**config.mk**
```make
export PLATFORM = sky130hd
export DESIGN_NAME = div_iterative
export DESIGN_NICKNAME = d
export VERILOG_FILES = /design/src/rtl/div_iterative_pkg.sv /design/src/rtl/div_iterative_negate.sv /design/src/rtl/div_iterative.sv
export SDC_FILE = /design/constraint.sdc
export NUM_CORES = 1
export LEC_CHECK = 0
export CORE_ASPECT_RATIO = 0.75
export CORE_MARGIN = 2
export CORE_UTILIZATION = 45
export CTS_CLUSTER_DIAMETER = 40
export CTS_CLUSTER_SIZE = 28
export DETAILED_ROUTE_END_ITERATION = 12
export PLACE_DENSITY = 0.76
export SLEW_MARGIN = 20
export SYNTH_ARGS = -nofsm -noshare
export SYNTH_HDL_FRONTEND = slang
export SYNTH_SLANG_ARGS = --single-unit
```
**constraint.sdc**
```tcl
create_clock -name clock -period 13.15 [get_ports clock]
set_input_delay 2.63 -clock clock [delete_from_list [all_inputs] [get_ports clock]]
set_output_delay 2.63 -clock clock [all_outputs]
set_load 0.005 [all_outputs]
```
**src/rtl/div_iterative_pkg.sv**
```systemverilog
// Shared definitions for the iterative signed divider: widths, FSM encodings, constants.
`timescale 1ns/1ps
package div_iterative_pkg;

    localparam int DIV_WIDTH = 32;
    localparam int DIV_CNT_W = 6;

    typedef enum logic [1:0] {
        DIV_IDLE = 2'd0,
        DIV_RUN  = 2'd1,
        DIV_DONE = 2'd2
    } div_state_e;

    localparam logic [DIV_WIDTH-1:0] INT_MIN = 32'h8000_0000;

endpackage

```
**src/rtl/div_iterative_negate.sv**
```systemverilog
// Conditional two's-complement negate, used for operand magnitudes and result sign fixes.
`timescale 1ns/1ps
module div_negate #(
    parameter int WIDTH = 32
) (
    input  logic [WIDTH-1:0] in,
    input  logic             neg,
    output logic [WIDTH-1:0] out
);

    assign out = neg ? (~in + 1'b1) : in;

endmodule

```
**src/rtl/div_iterative.sv**
```systemverilog
// Multi-cycle signed restoring divider: one quotient bit per clock, MSB first.
`timescale 1ns/1ps
module div_iterative
    import div_iterative_pkg::*;
#(
    parameter int WIDTH = DIV_WIDTH,
    parameter int CNT_W = DIV_CNT_W
) (
    input  logic             clock,
    input  logic             reset_n,
    input  logic             ctrl_div,
    input  logic [WIDTH-1:0] data_operandA,
    input  logic [WIDTH-1:0] data_operandB,
    output logic [WIDTH-1:0] data_result,
    output logic [WIDTH-1:0] data_remainder,
    output logic             data_exception,
    output logic             data_resultRDY,
    output logic             busy
);

    // state    | meaning
    // DIV_IDLE | waiting for ctrl_div; operands sampled on the start edge
    // DIV_RUN  | one trial subtraction per edge (one edge only for divide-by-zero)
    // DIV_DONE | results valid, data_resultRDY high for this single cycle

    localparam int IDX_W = $clog2(WIDTH);
    localparam logic [CNT_W-1:0] LAST_CNT = CNT_W'(WIDTH - 1);

    div_state_e state, state_nx;

    logic [WIDTH-1:0] dvd, dvs, q, rem;
    logic [CNT_W-1:0] cnt;
    logic             sign_q, sign_r, div_zero, ovf;

    logic [WIDTH-1:0] abs_a, abs_b;
    logic [IDX_W-1:0] bit_idx;
    logic [WIDTH:0]   rem_sh, diff;
    logic             keep, last;
    logic [WIDTH-1:0] q_new, rem_new, q_src, rem_src, q_fix, rem_fix;

    div_negate #(.WIDTH(WIDTH)) u_abs_a (.in(data_operandA), .neg(data_operandA[WIDTH-1]), .out(abs_a));
    div_negate #(.WIDTH(WIDTH)) u_abs_b (.in(data_operandB), .neg(data_operandB[WIDTH-1]), .out(abs_b));
    div_negate #(.WIDTH(WIDTH)) u_fix_q (.in(q_src), .neg(sign_q), .out(q_fix));
    div_negate #(.WIDTH(WIDTH)) u_fix_r (.in(rem_src), .neg(sign_r), .out(rem_fix));

    // Magnitudes are unsigned: |INT_MIN| is 2^31, so the subtract is 33 bits wide.
    assign bit_idx = IDX_W'(LAST_CNT - cnt);
    assign rem_sh  = {rem, dvd[bit_idx]};
    assign diff    = rem_sh - {1'b0, dvs};
    assign keep    = ~diff[WIDTH];
    assign rem_new = keep ? diff[WIDTH-1:0] : rem_sh[WIDTH-1:0];
    assign last    = div_zero || (cnt == LAST_CNT);

    always_comb begin
        q_new          = q;
        q_new[bit_idx] = keep;
    end

    // Divide-by-zero reports quotient 0 and the dividend as remainder.
    assign q_src   = div_zero ? '0 : q_new;
    assign rem_src = div_zero ? dvd : rem_new;

    assign busy = (state != DIV_IDLE);

    always_ff @(posedge clock) begin
        if (!reset_n) begin
            state <= DIV_IDLE;
        end else begin
            state <= state_nx;
        end
    end

    // Divide-by-zero still passes through RUN for one edge so RDY lands between E1 and E2.
    always_comb begin
        state_nx = state;
        case (state)
            DIV_IDLE: if (ctrl_div) state_nx = DIV_RUN;
            DIV_RUN:  if (last)     state_nx = DIV_DONE;
            DIV_DONE:               state_nx = DIV_IDLE;
            default:                state_nx = DIV_IDLE;
        endcase
    end

    always_ff @(posedge clock) begin
        if (!reset_n) begin
            dvd            <= '0;
            dvs            <= '0;
            q              <= '0;
            rem            <= '0;
            cnt            <= '0;
            sign_q         <= 1'b0;
            sign_r         <= 1'b0;
            div_zero       <= 1'b0;
            ovf            <= 1'b0;
            data_result    <= '0;
            data_remainder <= '0;
            data_exception <= 1'b0;
            data_resultRDY <= 1'b0;
        end else begin
            data_resultRDY <= 1'b0;
            case (state)
                DIV_IDLE: begin
                    if (ctrl_div) begin
                        dvd            <= abs_a;
                        dvs            <= abs_b;
                        sign_q         <= data_operandA[WIDTH-1] ^ data_operandB[WIDTH-1];
                        sign_r         <= data_operandA[WIDTH-1];
                        rem            <= '0;
                        q              <= '0;
                        cnt            <= '0;
                        div_zero       <= (data_operandB == '0);
                        ovf            <= (data_operandA == INT_MIN) && (data_operandB == '1);
                        data_exception <= 1'b0;
                    end
                end
                DIV_RUN: begin
                    q   <= q_new;
                    rem <= rem_new;
                    cnt <= cnt + 1'b1;
                    if (last) begin
                        data_result    <= q_fix;
                        data_remainder <= rem_fix;
                        data_exception <= div_zero | ovf;
                        data_resultRDY <= 1'b1;
                    end
                end
                default: ;
            endcase
        end
    end

endmodule

```
Word level (Yosys, flattened, before mapping)
Index checks and enable logic that the tools add are counted.

Input bits: 67. Word-level logic and storage cells: 73. Output and inout bits: 67. Register bits after elaboration: 206.

Add/subtract/negate cells: 7. Bitwise operators: 7. Order comparisons: 2. Muxes and demuxes: 24. Reductions and logical operators: 13. Eq/ne operators: 6.

Operators by type and width (count): $mux W32 (8); $add A32 B1 Y32 const B (4); $not A32 Y32 (4); $pmux W32 S2 (2); $eq A32 B32 Y1 const B (2); $sub A33 B32 Y33 (1); $bwmux W32 (1); $logic_not A32 Y1 (1); $pmux W6 S2 (1); $reduce_and A2 Y1 (5); $add A6 B1 Y6 const B (1); $eq A6 B5 Y1 const B (1); $lt A5 B6 Y1 const B (1); $mux W6 (1); $bmux W1 S5 (1); $demux W1 S5 (1); $ge A5 B1 Y1 const B (1); $mux W1 (5); $sub A5 B5 Y5 const A (1); $mux W2 (2); $ne A2 B2 Y1 const B (2); $pmux W2 S2 (1); $reduce_bool A2 Y1 (2); $reduce_and A3 Y1 (1); other kinds (8) (9).

Depth between registers and ports, before layout
Depth after elaboration: 10. Gate-level depth with buffers: 30. Mapped depth without buffers: 26.

Modules after synthesis
Synthesis repeated with hierarchy kept, for this count alone.

Cell total of the unflattened synthesis: 1903. Area, all modules: 14766.7 µm².

Modules (own cells, without submodules): div_iterative (cells each 1507, instances 1, area an instance 11658.7 µm², sequential area each 4124.0 µm²); div_negate (cells each 99, instances 4, area an instance 777.0 µm², sequential area each 0.0 µm²).

Least setup slack after synthesis
OpenSTA, ideal clock, no wires.

Path type: flip-flop to flip-flop. Start: register cnt[1]. End: register data_remainder[30]. Slack: 6.171 ns. Path buffers: 5. Period minus slack after synthesis: 6.979 ns. Stages on the path, launching flop included: 31. Data required time: 13.033 ns. Library setup time: 0.117 ns. Data arrival time: 6.862 ns. Cells stage by stage: dfxtp_1 buf_1 mux4_2 a22oi_1 nand4_1 inv_1 ha_1 inv_1 fa_1 a211o_1 a221oi_2 a21bo_2 a21o_1 a21boi_0 nor2_1 buf_2 clkbuf_1 buf_2 clkbuf_1 a21oi_1 mux2i_1 ha_1 nor2b_1 nand2_1 nor4_1 a211o_1 o221a_2 nand4_1 o31ai_1 xnor2_1 a22o_1.

Cells in the longest elaborated chain, start to end: 9. Elaborated cells on any way between the ends: 12. Classes of those cells: add/sub (3); eq/ne (1); mux (5); bitwise (1); reduce/logical (2).

RTL lines: start: declaration (line div_iterative.sv:32) `logic [CNT_W-1:0] cnt;`; start signal: assignment (line div_iterative.sv:119) `cnt <= cnt + 1'b1;`; $sub A5 B5 Y5 (line div_iterative.sv:47) `assign bit_idx = IDX_W'(LAST_CNT - cnt);`; $bmux W1 S5 (line div_iterative.sv:48) `assign rem_sh = {rem, dvd[bit_idx]};`; $mux W1 (implied by the code) (line div_iterative.sv:48); $sub A33 B32 Y33 (line div_iterative.sv:49) `assign diff = rem_sh - {1'b0, dvs};`; $mux W32 (line div_iterative.sv:51) `assign rem_new = keep ? diff[WIDTH-1:0] : rem_sh[WIDTH-1:0];`; $mux W32 (line div_iterative.sv:61) `assign rem_src = div_zero ? dvd : rem_new;`; $not A32 Y32 (line div_iterative_negate.sv:11) `assign out = neg ? (~in + 1'b1) : in;`; $add A32 B1 Y32 (line div_iterative_negate.sv:11); $mux W32 (line div_iterative_negate.sv:11); end signal: assignment (line div_iterative.sv:122) `data_remainder <= rem_fix;`; end: declaration (line div_iterative.sv:15) `output logic [WIDTH-1:0] data_remainder,`.

Several ways; a longest one is shown, not always the timed one. The select of a mux whose other input is x is not followed. A chain may end at the register's enable or synchronous reset.

Worst setup path after layout
Same ends and word-level chain as after synthesis.

==> run metrics <==
status=finished clean; Period minus WS final=7.75 ns; vias in the first global route=between 10000 and 15000; dpl hpwl=~40000 um; most common cell in the synthesized netlist=nor2_1; Post-synth EDFFs=0; clock root buffer=clkbuf_16; slowest stage delay, CP=0.72 ns; layout cell share with drive strength beyond 1=approximately 6.9%; post_cts resized=0; Crit Path Class=reg2reg; area grow syn2layout=18.7%; GPL Wtd Cong=0.989; Die ar.=33500 um2; routed len/inst=21.8 um; detailed-route vias per instance=6.35; Crit path max-delay family=compound AO/OA/AOI/OAI gates; top cell type's share of synthesized area=28.6%; Yosys reg bits=about 210; Hold Path Class=reg2reg; IO Count=between 100 and 150; pin count of the biggest net entering global routing=108; cell at the slowest stage of the critical path=dfxtp_1; leading area contributor after synthesis=dfxtp_1; final WL=between 50000 and 60000 um; Die X=211 um; first-pass GRT wire length=around 81000 um; Inst Count DP=2351; RSZ-0062 raised after global routing=false; most frequent cells after synthesis=nor2_1, dfxtp_1, nand2_1, o21ai_0, a21oi_1; Final nets=2090; Crit Path Max Fanout=52; drt initial violations=slightly above 2000; Syn Nets=2039; DRC errors left=0; Synth cell types=86; Fin. Hold Viols=0; # H-tree levels=2; core area=31400 um2; Pwr Density=155 nW/um2; final setup fails=0; Synth area leaders=dfxtp_1, nor2_1, xor2_1; DRT Pass-1 Iters=5; CTS Buf Count=34; Diodes inserted=0; via count=15316; Lkg Pwr=6.26 nW; Total Negative Setup Slacks=0 ns; crit path buf inv count=4; initial antenna violation count=0; Final Slew Violations=0; number of hold buffers added after cts=0; MaxCap Viol Count=0; Syn Area/Cell=7.48 um2; Synth async-reset ratio=0%; FMAX=roughly 130 MHz; Synth Flop Type=dfxtp_1; Worst Tran Pin Value=1.01 ns; Rows=56; Final period util=58.9%; setup bufs post-CTS=0; port buffer count=~130; Synth Warn #=0; Clock Latency Late Sink=0.53 ns; worst path required time=about 14 ns; Max Root-Sink Buffers=3; Initial Utilization=46.0%; ANT nets after route=0; non-filler instance count after layout=2412; # clock sinks=206; register area share after synthesis=28.6%; CP Capture Type=flop; Overall Global Routing Usage=30.7%; VDD IR max=112 uV; clock-pin slew on the worst setup and hold paths=0.06 ns; Mapped Cells=1930; CTS tree=yes; grt ovf=0; Clock Skews=between 0.02 and 0.025 ns; Die Y=approximately 160 um; Worst EP arrival=8.16 ns; Cell Area, Synth=14400 um2; CP startpoint kind=flop; Worst slew margin=32.5%
[placed cells by master (no fill, tap or decap), types with 35 or more instances in the layout]
| cell type | synthesis | final |
|---|---|---|
| a21oi_1 | 124 | 124 |
| nand3_1 | 38 | 38 |
| o31ai_1 | 42 | 42 |
| ha_1 | 41 | 41 |
| xnor2_1 | 40 | 40 |
| o21ai_0 | 159 | 159 |
| a211oi_1 | 91 | 91 |
| clkdlybuf4s50_1 | 0 | 133 |
| inv_1 | 57 | 57 |
| clkbuf_16 | 0 | 37 |
| xor2_1 | 97 | 97 |
| dfxtp_1 | 206 | 205 |
| a22oi_1 | 35 | 35 |
| nor2_1 | 242 | 238 |
| nand2_1 | 203 | 203 |
[where the power goes]
group	internal [W]	switching, W
registers	0.000654	0.0000354
logic	0.000357	0.000673
clock network	0.000588	0.000350
[cells by family (layout without fill, tap and decap cells)]
family                   count (synthesis)  count (layout)  synth area share, %
flip-flops                             206             206                 28.6
AND/OR/NAND/NOR                        697             697                 22.7
XOR/XNOR                               137             137                 8.32
adder cells (fa/ha/maj)                 42              42                 3.69
buffers and inverters                  199             275                 5.43
multiplexers                            28              28                 2.66
AO/OA/AOI/OAI                          621             621                 28.6
[stage by stage]
stage	area, um2	setup WS, ns	hold slack, ns	utilization, %	power, W
after floorplan	14400	6.17	0.441	-	0.00139
after global placement	15900	5.77	0.437	50.7	0.00168
after detailed placement	15900	5.61	0.441	50.7	0.00169
after CTS	17100	5.59	0.454	54.5	0.00263
after global routing	17100	4.95	0.472	54.5	0.00277
final	17100	5.40	0.448	54.5	0.00266
[final timing paths]
kind	from	to	slack [ns]	cells after the start
worst max-delay path	cnt[1]	data_remainder[30]	5.40	27
worst min-delay path	data_result[31]	data_result[31]	0.45	2
worst max register to register	cnt[1]	data_remainder[30]	5.40	27
worst min register to register	data_result[31]	data_result[31]	0.45	2
[layer usage]
metal | vias to the layer above | routed length, um | GRT usage, %
li1 | 7165 | - | -
met4 | 0 | 1240 | 7.87
met3 | 95 | 6800 | 10.1
met2 | 847 | 20200 | 40.7
met1 | 7209 | 24300 | 46.6
met5 | - | 0 | 0
[sequential cells by signal, summed over array words and instances (netlist names)]
signal	cells
dvd	32
data_result	32
data_remainder	32
sign_q	1
rem	32
dvs	32
sign_r	1
state	2
cnt	6
ovf	1
data_exception	1
data_resultRDY	1
q	32
div_zero	1
[layout make-up]
cell class	count	area (um2)
clock buffer	42	995
clock inverter	19	206
fill	2947	14300
inverter	58	220
multi-input combinational	1525	9560
sequential	206	4130
tap	406	508
timing repair buffer	156	1500
[worst register-to-register path: stages (launching register included)]
cell and delay, ns:
dfxtp_1 0.72, mux4_2 0.58, a22oi_1 0.22, nand4_1 0.28, inv_1 0.14, ha_1 0.17, inv_1 0.05, fa_1 0.42
a211o_1 0.31, a221oi_2 0.44, a21bo_2 0.31, a21o_1 0.39, a21boi_0 0.15, buf_4 0.22, nor2_4 0.14, buf_4 0.58
a21oi_1 0.21, mux2i_1 0.23, ha_1 0.26, nor2b_1 0.20, nand2_1 0.07, nor4_1 0.22, a211o_1 0.21, o221a_2 0.29
nand4_1 0.21, o31ai_1 0.34, xnor2_1 0.10, a22o_1 0.19
Note: power is estimated with default switching activity, not from simulation.
